==> src/rtl/boot_loader_seq.sv <==
// UART-driven boot loader: parses 'L' (load) and 'G' (go) commands and writes payload bytes to SRAM.
// Define BOOT_CHECKSUM_EN to append an 8-bit data checksum byte after each 'K' acknowledge.
module boot_loader_seq #(
   parameter int ADDR_W     = 19,
   parameter int RX_TIMEOUT = 1000000
) (
   input  logic              clk,
   input  logic              reset,
   input  logic [7:0]        rx_data,
   input  logic              rx_avail,
   output logic              rx_avail_clear,
   output logic [7:0]        tx_data,
   output logic              tx_start,
   input  logic              tx_active,
   output logic              mem_req,
   input  logic              mem_ack,
   output logic [ADDR_W-1:0] mem_addr,
   output logic [15:0]       mem_data_write,
   output logic              mem_uds,
   output logic              mem_lds,
   output logic              mem_rw,
   output logic              bootmode,
   output logic              bootmode_end_cmd
);

   localparam int PW = ADDR_W + 1;
   localparam int TW = (RX_TIMEOUT > 0) ? $clog2(RX_TIMEOUT + 1) : 1;

   localparam logic [7:0] CMD_LOAD = 8'h4C;
   localparam logic [7:0] CMD_GO   = 8'h47;
   localparam logic [7:0] RSP_OK   = 8'h4B;
   localparam logic [7:0] RSP_ERR  = 8'h3F;
   localparam logic [7:0] RSP_TMO  = 8'h21;

   typedef enum logic [3:0] {
      IDLE, A2, A1, A0, L1, L0, DATA_HI, DATA_LO, WRITE, RESP, DONE
   } state_t;

   state_t          state_q, state_d;
   logic [PW-1:0]   ptr_q, ptr_d;
   logic [15:0]     rem_q, rem_d;
   logic [7:0]      hi_q, hi_d;
   logic [7:0]      lo_q, lo_d;
   logic            uds_q, uds_d;
   logic            lds_q, lds_d;
   logic            armed_q, armed_d;
   logic [TW-1:0]   tmo_q, tmo_d;
   logic [7:0]      tx_byte_q, tx_byte_d;
   logic            end_q, end_d;
   logic            boot_q, boot_d;
`ifdef BOOT_CHECKSUM_EN
   logic [7:0]      csum_q, csum_d;
   logic            csum_pend_q, csum_pend_d;
`endif

   logic            rx_wait;
   logic            in_cmd;
   logic            tmo_hit;
   logic            consume;
   logic [15:0]     len_new;

   always_comb begin
      // NOTE: every variable gets a default before the case so no path leaves it unassigned (no latches).
      state_d     = state_q;
      ptr_d       = ptr_q;
      rem_d       = rem_q;
      hi_d        = hi_q;
      lo_d        = lo_q;
      uds_d       = uds_q;
      lds_d       = lds_q;
      tx_byte_d   = tx_byte_q;
      end_d       = 1'b0;
      boot_d      = boot_q;
      tx_start    = 1'b0;
`ifdef BOOT_CHECKSUM_EN
      csum_d      = csum_q;
      csum_pend_d = csum_pend_q;
`endif

      in_cmd  = state_q inside {A2, A1, A0, L1, L0, DATA_HI, DATA_LO};
      rx_wait = in_cmd || (state_q == IDLE);
      tmo_hit = (RX_TIMEOUT != 0) && in_cmd && (tmo_q == TW'(RX_TIMEOUT));
      // Mealy consume: the byte is sampled in the same cycle the clear pulse goes out.
      consume = rx_wait && rx_avail && armed_q && !tmo_hit;
      len_new = {rem_q[7:0], rx_data};

      if (consume)       armed_d = 1'b0;
      else if (!rx_avail) armed_d = 1'b1;
      else               armed_d = armed_q;

      if (consume || !in_cmd || RX_TIMEOUT == 0) tmo_d = '0;
      else                                        tmo_d = tmo_q + TW'(1);

      if (tmo_hit) begin
         tx_byte_d = RSP_TMO;
         state_d   = RESP;
      end else begin
         case (state_q)
            IDLE: if (consume) begin
               if (rx_data == CMD_LOAD) begin
                  ptr_d   = '0;
                  state_d = A2;
`ifdef BOOT_CHECKSUM_EN
                  csum_d  = 8'h00;
`endif
               end else if (rx_data == CMD_GO) begin
                  end_d   = 1'b1;
                  boot_d  = 1'b0;
                  state_d = DONE;
               end else begin
                  tx_byte_d = RSP_ERR;
                  state_d   = RESP;
               end
            end
            A2, A1, A0: if (consume) begin
               ptr_d   = PW'({ptr_q, rx_data});
               state_d = (state_q == A2) ? A1 : (state_q == A1) ? A0 : L1;
            end
            L1: if (consume) begin
               rem_d   = len_new;
               state_d = L0;
            end
            L0: if (consume) begin
               rem_d = len_new;
               if (len_new == 16'd0) begin
                  tx_byte_d = RSP_OK;
                  state_d   = RESP;
`ifdef BOOT_CHECKSUM_EN
                  csum_pend_d = 1'b1;
`endif
               end else if (ptr_q[0]) begin
                  hi_d    = 8'h00;
                  uds_d   = 1'b0;
                  state_d = DATA_LO;
               end else begin
                  state_d = DATA_HI;
               end
            end
            DATA_HI: if (consume) begin
               hi_d  = rx_data;
               uds_d = 1'b1;
               rem_d = rem_q - 16'd1;
`ifdef BOOT_CHECKSUM_EN
               csum_d = csum_q + rx_data;
`endif
               if (rem_q == 16'd1) begin
                  lo_d    = 8'h00;
                  lds_d   = 1'b0;
                  state_d = WRITE;
               end else begin
                  state_d = DATA_LO;
               end
            end
            DATA_LO: if (consume) begin
               lo_d    = rx_data;
               lds_d   = 1'b1;
               rem_d   = rem_q - 16'd1;
               state_d = WRITE;
`ifdef BOOT_CHECKSUM_EN
               csum_d  = csum_q + rx_data;
`endif
            end
            // After any completed write with bytes left the pointer is even again.
            WRITE: if (mem_ack) begin
               ptr_d = ptr_q + PW'(uds_q) + PW'(lds_q);
               if (rem_q == 16'd0) begin
                  tx_byte_d = RSP_OK;
                  state_d   = RESP;
`ifdef BOOT_CHECKSUM_EN
                  csum_pend_d = 1'b1;
`endif
               end else begin
                  state_d = DATA_HI;
               end
            end
            RESP: if (!tx_active) begin
               tx_start = 1'b1;
`ifdef BOOT_CHECKSUM_EN
               if (csum_pend_q) begin
                  tx_byte_d   = csum_q;
                  csum_pend_d = 1'b0;
               end else begin
                  state_d = IDLE;
               end
`else
               state_d = IDLE;
`endif
            end
            DONE:    state_d = DONE;
            default: state_d = IDLE;
         endcase
      end

      rx_avail_clear   = consume;
      tx_data          = tx_byte_q;
      mem_req          = (state_q == WRITE);
      mem_addr         = mem_req ? ptr_q[ADDR_W:1] : '0;
      mem_data_write   = mem_req ? {hi_q, lo_q} : 16'h0000;
      mem_uds          = mem_req & uds_q;
      mem_lds          = mem_req & lds_q;
      mem_rw           = ~mem_req;
      bootmode         = boot_q;
      bootmode_end_cmd = end_q;
   end

   always_ff @(posedge clk) begin
      // NOTE: state registers use non-blocking assignments so all flops update from the same pre-edge values.
      if (reset) begin
         state_q     <= IDLE;
         ptr_q       <= '0;
         rem_q       <= 16'h0000;
         hi_q        <= 8'h00;
         lo_q        <= 8'h00;
         uds_q       <= 1'b0;
         lds_q       <= 1'b0;
         armed_q     <= 1'b0;
         tmo_q       <= '0;
         tx_byte_q   <= 8'h00;
         end_q       <= 1'b0;
         boot_q      <= 1'b1;
`ifdef BOOT_CHECKSUM_EN
         csum_q      <= 8'h00;
         csum_pend_q <= 1'b0;
`endif
      end else begin
         state_q     <= state_d;
         ptr_q       <= ptr_d;
         rem_q       <= rem_d;
         hi_q        <= hi_d;
         lo_q        <= lo_d;
         uds_q       <= uds_d;
         lds_q       <= lds_d;
         armed_q     <= armed_d;
         tmo_q       <= tmo_d;
         tx_byte_q   <= tx_byte_d;
         end_q       <= end_d;
         boot_q      <= boot_d;
`ifdef BOOT_CHECKSUM_EN
         csum_q      <= csum_d;
         csum_pend_q <= csum_pend_d;
`endif
      end
   end

endmodule
==> config.mk <==
export PLATFORM = sky130hd
export DESIGN_NAME = boot_loader_seq
export DESIGN_NICKNAME = d
export VERILOG_FILES = /design/src/rtl/boot_loader_seq.sv
export SDC_FILE = /design/constraint.sdc
export NUM_CORES = 1
export LEC_CHECK = 0
export BUFFER_PORTS_ARGS = -buffer_cell sky130_fd_sc_hd__buf_2
export CAP_MARGIN = 20
export CORE_MARGIN = 1
export CORE_UTILIZATION = 35
export CTS_BUF_LIST = sky130_fd_sc_hd__clkbuf_8 sky130_fd_sc_hd__clkbuf_16
export DETAILED_ROUTE_END_ITERATION = 6
export GPL_TIMING_DRIVEN = 0
export PLACE_DENSITY = 0.62
export RECOVER_POWER = 100
export SYNTH_ARGS = -nofsm -noshare
export SYNTH_HDL_FRONTEND = slang
export SYNTH_SLANG_ARGS = --single-unit
==> constraint.sdc <==
create_clock -name clk -period 2.1 [get_ports clk]
set_input_delay 0.105 -clock clk [delete_from_list [all_inputs] [get_ports clk]]
set_output_delay 0.105 -clock clk [all_outputs]
set_load 0.02 [all_outputs]
## Word-level counts from Yosys, hierarchy flattened

Index checks and enable logic that the tools add are counted.

- Register bits: 89
- Bits of input ports: 13
- Output and inout bits: 51

- Reductions and logical operators: 34
- Add/subtract/negate cells: 4
- Equality and inequality tests: 44
- Mux-type cells: 57
- Bitwise gates (word level): 7

Operator list:

| kind | number |
|---|---|
| 8-bit 2-to-1 mux | 13 |
| 20-bit 2-to-1 mux | 4 |
| 20-bit case mux with 3 select lines | 1 |
| 4-bit 2-to-1 mux | 13 |
| 16-bit 2-to-1 mux | 3 |
| 20-bit by 1-bit adder with 20-bit output | 2 |
| 4-bit case mux with 9 select lines | 1 |
| 16-bit zero test | 2 |
| 16-bit case mux with 2 select lines | 1 |
| 8-bit case mux with 2 select lines | 2 |
| 8-bit AND reduction | 4 |
| 3-bit != test, second input constant | 9 |
| 8-bit case mux with 3 select lines | 1 |
| 2-bit != test, second input constant | 11 |
| 20-bit by 1-bit adder with 20-bit output, second input constant | 1 |
| 20-bit == test, second input constant | 1 |
| 19-bit 2-to-1 mux | 1 |
| 16-bit by 1-bit == test with 1-bit output, second input constant | 1 |
| 4-bit by 3-bit == test with 1-bit output, second input constant | 4 |
| 8-bit by 7-bit == test with 1-bit output, second input constant | 2 |
| 16-bit by 1-bit subtractor with 16-bit output, second input constant | 1 |
| 2-bit by 1-bit != test with 1-bit output, second input constant | 7 |
| 4-bit == test, second input constant | 3 |
| 6-bit AND reduction | 2 |
| 24 further kinds | 56 |

## Logic depth before layout (Yosys ltp)

- Word-level depth: 9
- Mapped depth: 9

## Least setup slack after synthesis

OpenSTA, ideal clock, no wires.

- Kind: reg2reg
- Start: register ptr_q[0]
- End: register ptr_q[16]
- Stages on the path, launching flop included: 10
- Path slack: -0.123 ns
- Data arrival time: 2.137 ns
- Path buffers: 0
- Path through: dfxtp_1 -> inv_1 -> fa_1 -> inv_1 -> ha_1 -> nand4_1 -> nor4_1 -> xor2_1 -> a22oi_1 -> a211oi_1

- Cells in the longest elaborated chain, start to end: 4

Ends and longest elaborated chain:

| what | line | RTL |
|---|---|---|
| from (decl) | 40 | `logic [PW-1:0] ptr_q, ptr_d;` |
| from (signal assigned) | 227 | `ptr_q <= ptr_d;` |
| 20-bit by 1-bit adder with 20-bit output (2 in a row) | 165 | `ptr_d = ptr_q + PW'(uds_q) + PW'(lds_q);` |
| 20-bit 2-to-1 mux | 164 | `WRITE: if (mem_ack) begin` |
| 20-bit case mux with 3 select lines | 98 | `case (state_q)` |

Every way passes these cells. The select of a mux whose other input is x is not followed.
A chain may end at the register's enable or synchronous reset.

## Final worst setup path

- Start: register tmo_q[0]
- End: register state_q[1]

- Cells in the longest elaborated chain, start to end: 6

Ends and longest elaborated chain:

| what | line | RTL |
|---|---|---|
| from (decl) | 47 | `logic [TW-1:0] tmo_q, tmo_d;` |
| from (signal assigned) | 234 | `tmo_q <= tmo_d;` |
| 20-bit == test (*) | 82 | `tmo_hit = (RX_TIMEOUT != 0) && in_cmd && (tmo_q == TW'(RX_TIMEOUT));` |
| 1-bit logical AND (*) | 82 |  |
| 1-bit zero test | 84 | `consume = rx_wait && rx_avail && armed_q && !tmo_hit;` |
| 1-bit logical AND | 84 |  |
| 2-bit != test (no line) | -- |  |
| 8-bit AND reduction (no line) | -- |  |
| to (signal assigned) | 226 | `state_q <= state_d;` |
| to (decl) | 39 | `state_t state_q, state_d;` |

Every way passes the cells marked *; elsewhere a longest branch is shown, timed or not.

==> results.md <==
- Xor/xnor share of the synthesized area: 0.0389
- Layout Utilization: 0.530
- Sequential power share: 0.435
- Worst-Skew Late Latency: 0.36 ns
- Die area: 0.0153 mm2
- Mean post-synth cell area: 7.65 um2
- Longest Clk Path Bufs: 2
- I/O pins: 64
- Multi-input gate area: 0.00408 mm2
- DR vias/cell: 5.96
- Warnings, synthesis: 0
- Layout cell share with drive strength beyond 1: 0.376
- Clk sinks: 86
- Crit path capture type: register
- CTS tree: yes
- Final Instance Area: 0.00768 mm2
- Root buffer cell: clkbuf_16
- Sw Ratio: 0.292
- RSZ-0062 raised after global routing: yes
- Slew HR: 0.421
- Synth cell types: 73
- Shortest period the worst path allows: 2.29 ns
- Simple-gate area share of the yosys netlist: 0.302
- Final Max Slew Viols: 0
- Post-synthesis adder-cell area fraction: 0.0184
- Combinational share of power: 0.166
- Final setup viols: 82
- Met2 Use GR: 0.377
- Most common cell after layout, fill and taps aside: dfxtp_1
- Synthesized cell area: 0.00518 mm2
- Grt total ovfl: 0
- Clk pin slew, worst setup/hold paths: 0.07 ns
- Num rows: 44
- Status: finished, violations left
- Gr usage total: 0.237
- Period utilisation layout: 1.09
- P_leak: 2.91 nW
- GR peak layer: met2
- DRC viols: 1
- Nets: 818
- Worst-path fanout max: 6
- Hold Path Class: primary input to register
- Sequential area share after synthesis: 0.332
- Worst Path Arrival: 2.57 ns
- Commonest non-fill, non-tap cells in the layout: dfxtp_1, nor2_1, nand2_1
- Pwr Total: 3.92 mW
- Final hold viol count: 0
- Post-synthesis compound-gate area fraction: 0.247
- Cell Area, Placed: 0.00576 mm2
- Post-synth EDFFs: 0
- First-pass GRT wire length: 27,900 um
- Iteration-0 DRC Markers: 546
- DR pass1 iterations: 7
- Post-synth top flop: dfxtp_1
- Critical path class: register to register
- PortBufs: 60
- Routed WL per cell: 19.2 um
- Core Area: 0.0145 mm2
- Ant. Diodes: 0
- Die W: 124 um
- Via count: 5,879
- Power per cell area: 511 mW/mm2
- Syn Nets: 697
- Largest net degree at the start of global routing: 15
- Net switching power: 1.14 mW
- Initial Utilization: 0.358
- Place WS: -0.625 ns
- Post-DRT Antenna Nets: 0
- Initial antenna violation count: 0
- Final worst setup slack: -0.186 ns
- Worst-Margin Slew: 0.869 ns
- Combinational family with the most area after synthesis: simple AND/OR/NAND/NOR gates
- Final WL: 18,900 um
- Post-synth ARST share: 0
- Fill cells: 1,320
- Die boundary height: 124 um
- Total CTS buffers: 9
- Worst EP required: 2.38 ns
- Post-CTS Hold Buffers: 0
- Met1 Resource Use GR: 0.300
- FMAX: 437 MHz
- Hold WS: 0.0902 ns
- Vias in the first global route: 5,253
- MaxCap Viol Count: 0
- Reg area: 0.00174 mm2
- Failing checks: design-rule violations, negative setup slack
- Mux contribution to synthesized area: 0.00580
- Mapped Cells: 677
- Final GP Congestion: 0.938
- VDD IR max: 405 uV
- Final Skew: 0.00771 ns
- Area Overhead vs Synth: 48.2%
- Max H-tree Level: 3
- Startpoint type of the worst setup path: register
- Power share of the clock group: 0.399
- M3 GR Usage: 0.0641
- Synthesis-stage register bit count: 86
- Int Pwr: 2.78 mW
- Detail Placement HPWL: 11,500 um
-- layout make-up --
class	instances	share of cell area
Clock inverter	5	0.00456
Tap cell	184	0.0300
Multi-Input combinational cell	524	0.532
Sequential cell	86	0.227
Timing Repair Buffer	108	0.117
Buffer	45	0.0448
Clock buffer	11	0.0329
Inverter	24	0.0117
-- Yosys cell counts (5+ instances only) --
cell type | n | area [um2]
ha_1 | 6 | 75.1
a311oi_1 | 5 | 43.8
nor2b_1 | 5 | 31.3
and3b_1 | 5 | 43.8
o31ai_1 | 9 | 67.6
o21ai_0 | 33 | 165
a22oi_1 | 6 | 45.0
nor3_1 | 25 | 125
nor2_1 | 60 | 225
a31oi_1 | 7 | 43.8
and2_1 | 36 | 225
o21a_1 | 8 | 60.1
or4_1 | 6 | 45.0
dfxtp_1 | 86 | 1720
xnor2_1 | 13 | 114
nand2_1 | 60 | 225
nor4_1 | 12 | 75.1
inv_1 | 23 | 86.3
a21oi_1 | 59 | 295
a21o_1 | 6 | 45.0
and3_1 | 7 | 43.8
nand3_1 | 24 | 120
nand4_1 | 21 | 131
xor2_1 | 10 | 87.6
clkbuf_1 | 34 | 128
a22o_1 | 13 | 114
a211oi_1 | 9 | 67.6
buf_2 | 6 | 30.0
o21ai_1 | 6 | 30.0
-- per-stage QoR --
step	instances	setup TNS, ns
final	987	-6.76
after global routing	987	-13.18
after CTS	967	-4.71
after detailed placement	921	-37.22
after global placement	921	-38.60
after floorplan	677	-0.0184
-- power by group through the flow --
stage / Combinational (mW) / Sequential, mW / Clock, mW
final: 0.651 / 1.71 / 1.57
after global routing: 0.691 / 1.71 / 1.66
after CTS: 0.547 / 1.70 / 1.60
after detailed placement: 0.451 / 1.74 / 0
after global placement: 0.451 / 1.74 / 0
after floorplan: 0.291 / 1.75 / 0
-- timing repair --
item                       4_1_cts  5_1_grt
setup endpoints to repair      123      119
hold endpoints to repair         0        0
gates cloned                     7        4
setup buffers                   24       17
gates resized for setup        181      158
pin swaps                       48       51
-- metal layers --
layer,share of wire,up-vias
met3,0.080,65
met1,0.41,2783
li1,-,2733
met5,0,-
met2,0.48,298
met4,0.036,0
-- registers in the layout, indices dropped and copies added (netlist names) --
| signal | cells |
|---|---|
| state_q | 4 |
| uds_q | 1 |
| armed_q | 1 |
| lds_q | 1 |
| lo_q | 8 |
| ptr_q | 20 |
| bootmode_end_cmd | 1 |
| tx_data | 5 |
| bootmode | 1 |
| rem_q | 16 |
| hi_q | 8 |
| tmo_q | 20 |
-- worst max-delay path: stages, from the launching register on --
cell and delay (ns):
dfxtp_2 0.33, inv_2 0.06, ha_4 0.12, or4bb_4 0.48, nor3_4 0.28, a21boi_4 0.12
buf_12 0.15, buf_12 0.13, buf_6 0.11, o311a_1 0.29, a21oi_1 0.13
-- kinds of logic (layout without fill, tap and decap cells) --
logic type	after synthesis	in the layout
and+or+nand+nor	292	293
AOI/OAI and AO/OA	194	197
DFF	86	86
buffers and inverters	71	193
xor gates and xnor gates	23	23
adders and majority gates	7	7
muxes	3	3
other	1	1
-- path summary, 6_finish.rpt --
| path | slack, ns | depth (start not counted) | endpoint | from |
|---|---|---|---|---|
| setup / recovery | -0.19 | 10 | state_q[1] | tmo_q[0] |
| setup reg to reg | -0.19 | 10 | state_q[1] | tmo_q[0] |
| hold / removal | 0.09 | 2 | lo_q[2] | rx_data[2] |
| hold reg to reg | 0.45 | 2 | hi_q[0] | hi_q[0] |
Power figures use the tool's default switching activity.
